`src/rtl/reg_wb_queue.sv`:
```
// Write-back queue feeding the register-file write port, with bypass lookup.
// Define WBQ_BYPASS_EN to build the bypass compare logic.
module reg_wb_queue #(
  parameter int DEPTH = 4,
  parameter int CW    = 3
) (
  input  logic          clk,
  input  logic          rst_n,
  input  logic          mem_valid,
  output logic          mem_ready,
  input  logic [4:0]    mem_addr,
  input  logic [31:0]   mem_data,
  input  logic          alu_valid,
  output logic          alu_ready,
  input  logic [4:0]    alu_addr,
  input  logic [31:0]   alu_data,
  output logic          regWr,
  output logic [4:0]    addrWr,
  output logic [31:0]   wr_data,
  input  logic [4:0]    byp_addr0,
  input  logic [4:0]    byp_addr1,
  output logic          byp_hit0,
  output logic          byp_hit1,
  output logic [31:0]   byp_data0,
  output logic [31:0]   byp_data1,
  output logic [CW-1:0] count
);

  localparam int AW = CW - 1;

  logic [4:0]    q_addr [DEPTH];
  logic [31:0]   q_data [DEPTH];
  logic [AW-1:0] rptr;
  logic [AW-1:0] wptr;
  logic [CW-1:0] cnt;
  logic          mem_push;
  logic          alu_push;
  logic          pop;

  // MEM owns the last free slot; free space ignores a same-cycle pop
  assign mem_ready = rst_n && (cnt < CW'(DEPTH));
  assign alu_ready = rst_n &&
    ((cnt <= CW'(DEPTH - 2)) ||
     ((cnt < CW'(DEPTH)) && !mem_valid));

  assign mem_push = mem_valid && mem_ready &&
    (mem_addr != 5'd0);
  assign alu_push = alu_valid && alu_ready &&
    (alu_addr != 5'd0);
  assign pop   = (cnt != '0);
  assign count = cnt;

  always_ff @(posedge clk) begin
    if (!rst_n) begin
      rptr    <= '0;
      wptr    <= '0;
      cnt     <= '0;
      regWr   <= 1'b0;
      addrWr  <= '0;
      wr_data <= '0;
    end else begin
      if (pop) begin
        regWr   <= 1'b1;
        addrWr  <= q_addr[rptr];
        wr_data <= q_data[rptr];
        rptr    <= rptr + AW'(1);
      end else begin
        regWr <= 1'b0;
      end
      wptr <= wptr + AW'(mem_push) + AW'(alu_push);
      cnt  <= cnt + CW'(mem_push) + CW'(alu_push)
            - CW'(pop);
    end
  end

  // MEM lands first so it is the older of a same-edge pair
  always_ff @(posedge clk) begin
    if (mem_push) begin
      q_addr[wptr] <= mem_addr;
      q_data[wptr] <= mem_data;
    end
    if (alu_push) begin
      q_addr[wptr + AW'(mem_push)] <= alu_addr;
      q_data[wptr + AW'(mem_push)] <= alu_data;
    end
  end

`ifdef WBQ_BYPASS_EN
  function automatic logic [32:0] lookup(
    input logic [4:0] a
  );
    logic [32:0]   r;
    logic [AW-1:0] idx;
    r = '0;
    if (regWr && (addrWr == a))
      r = {1'b1, wr_data};
    // oldest to youngest, so the youngest match wins
    for (int j = 0; j < DEPTH; j++) begin
      idx = rptr + AW'(j);
      if ((CW'(j) < cnt) && (q_addr[idx] == a))
        r = {1'b1, q_data[idx]};
    end
    if (a == 5'd0)
      r = '0;
    return r;
  endfunction

  always_comb begin
    {byp_hit0, byp_data0} = lookup(byp_addr0);
    {byp_hit1, byp_data1} = lookup(byp_addr1);
  end
`else
  logic unused_byp;
  assign unused_byp = ^{byp_addr0, byp_addr1};
  assign byp_hit0   = 1'b0;
  assign byp_hit1   = 1'b0;
  assign byp_data0  = '0;
  assign byp_data1  = '0;
`endif

endmodule

```
`config.mk`:
```
export PLATFORM = sky130hd
export DESIGN_NAME = reg_wb_queue
export DESIGN_NICKNAME = d
export VERILOG_FILES = /design/src/rtl/reg_wb_queue.sv
export SDC_FILE = /design/constraint.sdc
export NUM_CORES = 1
export LEC_CHECK = 0
export ABC_AREA = 1
export CORE_MARGIN = 4
export CORE_UTILIZATION = 40
export CTS_CLUSTER_DIAMETER = 100
export DETAILED_ROUTE_END_ITERATION = 8
export PLACE_DENSITY = 0.62
export SYNTH_ARGS = -nofsm -noshare
export SYNTH_HDL_FRONTEND = slang
export SYNTH_SLANG_ARGS = --single-unit
```
`constraint.sdc`:
```
create_clock -name clk -period 8 [get_ports clk]
set_input_delay 2.4 -clock clk [delete_from_list [all_inputs] [get_ports clk]]
set_output_delay 2.4 -clock clk [all_outputs]
set_load 0.01 [all_outputs]
```
**Yosys cells after proc, flatten, opt, wreduce, memory -nomap -nowiden**

Memories as Yosys holds them, arrays and structs flattened. A register that Yosys moved wholly into a read port is not among the register bits.
Index checks and enable logic that the tools add are counted.
Widths: inputs -> output; s select.

- Register bits after elaboration: 8
- Bits in latches: 0
- RAM bits: 148
- Memory bits (read-only): 0
- Input port bits: 88
- Output and inout port bits: 109
- Word-level logic and storage cells: 33
- Memories kept: 2

Memories:

| memory | depth | bits a word | read ports | clocked after memory_dff | write ports | RTL line | source |
|---|---|---|---|---|---|---|---|
| q_data | 4 | 32 | 1 | 1 | 2 | 32 | `logic [31:0] q_data [DEPTH];` |
| q_addr | 4 | 5 | 1 | 1 | 2 | 31 | `logic [4:0] q_addr [DEPTH];` |

- Add/subtract/negate cells: 6
- Multiply operators: 0
- Divide/modulo/power cells: 0
- $lt $le $gt $ge: 2
- Eq/ne operators: 0
- Shift operators: 0
- Mux-type cells: 5
- Bitwise operators: 0
- Reductions and logical operators: 14

Operator list:

| operator | count |
|---|---|
| $reduce_bool 5->1 | 2 |
| $logic_and 1x1->1 | 7 |
| $add 3x1->3 | 2 |
| $mux 1 | 5 |
| $add 2x1->2 | 2 |
| $le 3x2->1 const B | 1 |
| $logic_not 1->1 | 3 |
| $lt 3x3->1 const B | 1 |
| $reduce_bool 3->1 | 1 |
| $sub 3x1->3 | 1 |
| $add 2x1->2 const B | 1 |
| $logic_or 1x1->1 | 1 |

**Longest topological paths before layout**

- Depth in word-level cells: 8
- Mapped depth: 13
- Depth with buffers taken out: 12

**Worst setup path after synthesis**

OpenSTA, ideal clock, no wires.

- Kind: input port to output port
- Start point: input port mem_valid
- End point: output port alu_ready
- Arrival time: 2.736 ns
- Required time: 5.600 ns
- Path slack: 2.864 ns
- Stages: 3
- Path buffers: 0
- Cells stage by stage: nor2_1 nor2_2 a21oi_4

- Longest elaborated chain between the ends: 4

Ends and longest elaborated chain:

| what | RTL line | source |
|---|---|---|
| start, declared | 9 | `input logic mem_valid,` |
| $logic_not 1->1 | 44 | `((cnt < CW'(DEPTH)) && !mem_valid));` |
| $logic_and 1x1->1 | 44 |  |
| $logic_or 1x1->1 | 43 | `((cnt <= CW'(DEPTH - 2)) \|\|` |
| $logic_and 1x1->1 | 42 | `assign alu_ready = rst_n &&` |
| end, declared | 14 | `output logic alu_ready,` |

Every way passes these cells.

**Worst setup path after layout**

Ends and elaborated chain as after synthesis.

==> reports/results.ini <==
[final_layout]
multiInputGateArea_um2 = 4040
num-fill-cells = 2443
utilization = 0.474
drive_above_1_share = 0.0533
fin_area_um2 = 12000
area_growth_pct = 16.4
seq_area_um2 = 5350
final_nets = 1395

[routing]
drt_first_pass_iters = 7
wl_um = 28000
wl_per_cell_um = 17.0
viasPerCell = 5.01
vias = 8239
drc = 0
ant_nets = 0
drt-initial-drc-count = 625

[worst_hold_path]
holdPathStages = 4
hold_class = flip-flop to flip-flop
hp-start = q_data[1][11]
min_to = wr_data[11]

[global_routing]
grt_pass1_wl_um = 43200
gr-usage-all-layers = 0.195
first_global_vias = 7834
antenna_found_initial = 3
overflow = 0
grt_max_degree = 126

[yosys]
avgSynthCellArea_um2 = 8.35
synthesis.area_um2 = 10300
yosys_warnings = 0
ys_seq_elements = 193
synth_edf_count = 148
ys_seq_area_frac = 0.520
ys.flop_type = edfxtp_1
synth_top_area_cell = edfxtp_1
yosysMostFrequentCell = nand2_1
ys_top_cells_by_area = edfxtp_1, nand2_1, dfxtp_1
synth_cell_types = 25
syn-instance-count = 1231
synthArstFlopShare = 0
synthTopCellsByCount = nand2_1, nor2_1, nand3_1, edfxtp_1, o21ai_0
synth_top_area_share = 0.433

[floorplanning]
initial_utilization = 0.407
dieHeight_um = 168
fp-row-count = 58
io_pins = 197
core_area_um2 = 25300
dieArea_um2 = 28300
die_x_um = 168

[placed_design]
place_ws_ns = 1.65
place_area_um2 = 11300
finalWeightedCongestion = 0.772
hpwl_um = 15400
portBuffers = 120

[timing]
fin_crit_ns = 6.20
final.period_utilization = 0.776
hold_viol_final = 0
slew_headroom = 0.193
skew_ns = 0.0135
fmax_mhz = 161
setup_slack_ns = 1.80
worst_slew_pin_slew_ns = 1.21
slew_viol_final = 0
setup_tns_ns = 0
setup_viol = 0
rsz0062_at_grt = no

[critical_path]
timing.rr.end = q_addr[0][4]
end_kind = primary output
r2r_start = count[2]
critPathKind = input port to primary output
critPathMaxFanout = 5
critPathLaunch = mem_valid
cp-start-kind = input port
cp.required_ns = 5.60
ff2ff_setup_slack_ns = 4.28
worstPathArrival_ns = 3.80
reg2reg_depth = 11

[outcome]
status = finished, final reports clean

[pwr]
powerDensity_nw_per_um2 = 322
power.leakage_uw = 0.00523
vdd_drop_max_mv = 0.245
total_power_uw = 3850

[clock_network]
cts.clk_slew.worst_paths_ns = 0.07
cts-root-buf = clkbuf_16
cts_max_path_buffers = 2
numCtsBuffers = 17
postCtsSetupRepairBufs = 0
clk_latency_ns = 0.43
cts.sinks = 193
htreeDepth = 4
cts_tree = built
hold_buffers = 0
cts_resized = 0

[flow_run]
maxCapViolations = 0

==> final cells by class <==
type,instances,share of cell area
Multi-Input combinational cell,899,0.338
Tap cell,330,0.0345
Clock inverter,13,0.0173
Timing Repair Buffer,135,0.109
Clock buffer,19,0.0362
Sequential cell,193,0.447
Antenna cell,2,0.000418
Inverter,55,0.0173
==> placed cells by master, fill, tap and decap left out, drive strengths merged <==
cell type	instances
inv	58
o21ai	113
clkdlybuf4s50	119
clkinvlp	1
nand3	157
clkinv	4
nor2	166
diode	2
ha	4
o21bai	37
bufinv	5
nand2	346
xor2	3
a21oi	2
clkbuf	19
xnor2	1
conb	66
buf	16
edfxtp	148
dfxtp	45
nor3	1
fa	2
and3	1
==> layer usage <==
layer,GRT usage,routed length (µm),up-vias
met5,0,15,-
li1,-,-,4058
met1,0.262,12200,3859
met4,0.0572,396,4
met3,0.0340,1750,31
met2,0.324,13600,287
==> worst max path at each step <==
| stage | to | slack [ns] | depth (start not counted) |
|---|---|---|---|
| after floorplan | alu_ready | 2.86 | 3 |
| after global placement | q_data[0][7] | 1.66 | 12 |
| after detailed placement | q_data[0][7] | 1.65 | 12 |
| after CTS | alu_ready | 1.79 | 5 |
| after global routing | alu_ready | 1.70 | 5 |
| final | alu_ready | 1.80 | 5 |
==> registers in the layout, indices dropped and copies added (netlist names) <==
signal   count
q_addr      20
count        3
rptr         2
regWr        1
wptr         2
wr_data     32
q_data     128
addrWr       5
==> metrics by stage <==
step	cells	hold WS, ns
floorplan	1296	0.517
global placement	1612	0.532
detailed placement	1612	0.537
CTS	1644	0.553
global route	1645	0.596
finish	1646	0.550
==> critical path, cell delays in order <==
cell and delay, ns:
clkdlybuf4s50_1 0.42, nor2_1 0.12, nor2_2 0.07, a21oi_4 0.21
clkdlybuf4s50_1 0.59
==> power breakdown <==
group	internal [µW]	total [µW]	switching [µW]
Combinational	518	1480	960
Sequential	1330	1440	112
Clock	557	932	375
Total	2410	3850	1450
==> kinds of logic (layout without fill, tap and decap cells) <==
family | after synthesis | in the layout | share of synthesized area
other | 1 | 68 | 0.000365
DFF | 193 | 193 | 0.520
and+or+nand+nor | 671 | 671 | 0.266
xor gates and xnor gates | 4 | 4 | 0.00414
AOI/OAI and AO/OA | 152 | 152 | 0.0841
adders and majority gates | 6 | 6 | 0.00877
buffers and inverters | 204 | 222 | 0.116
Power figures use the tool's default switching activity.
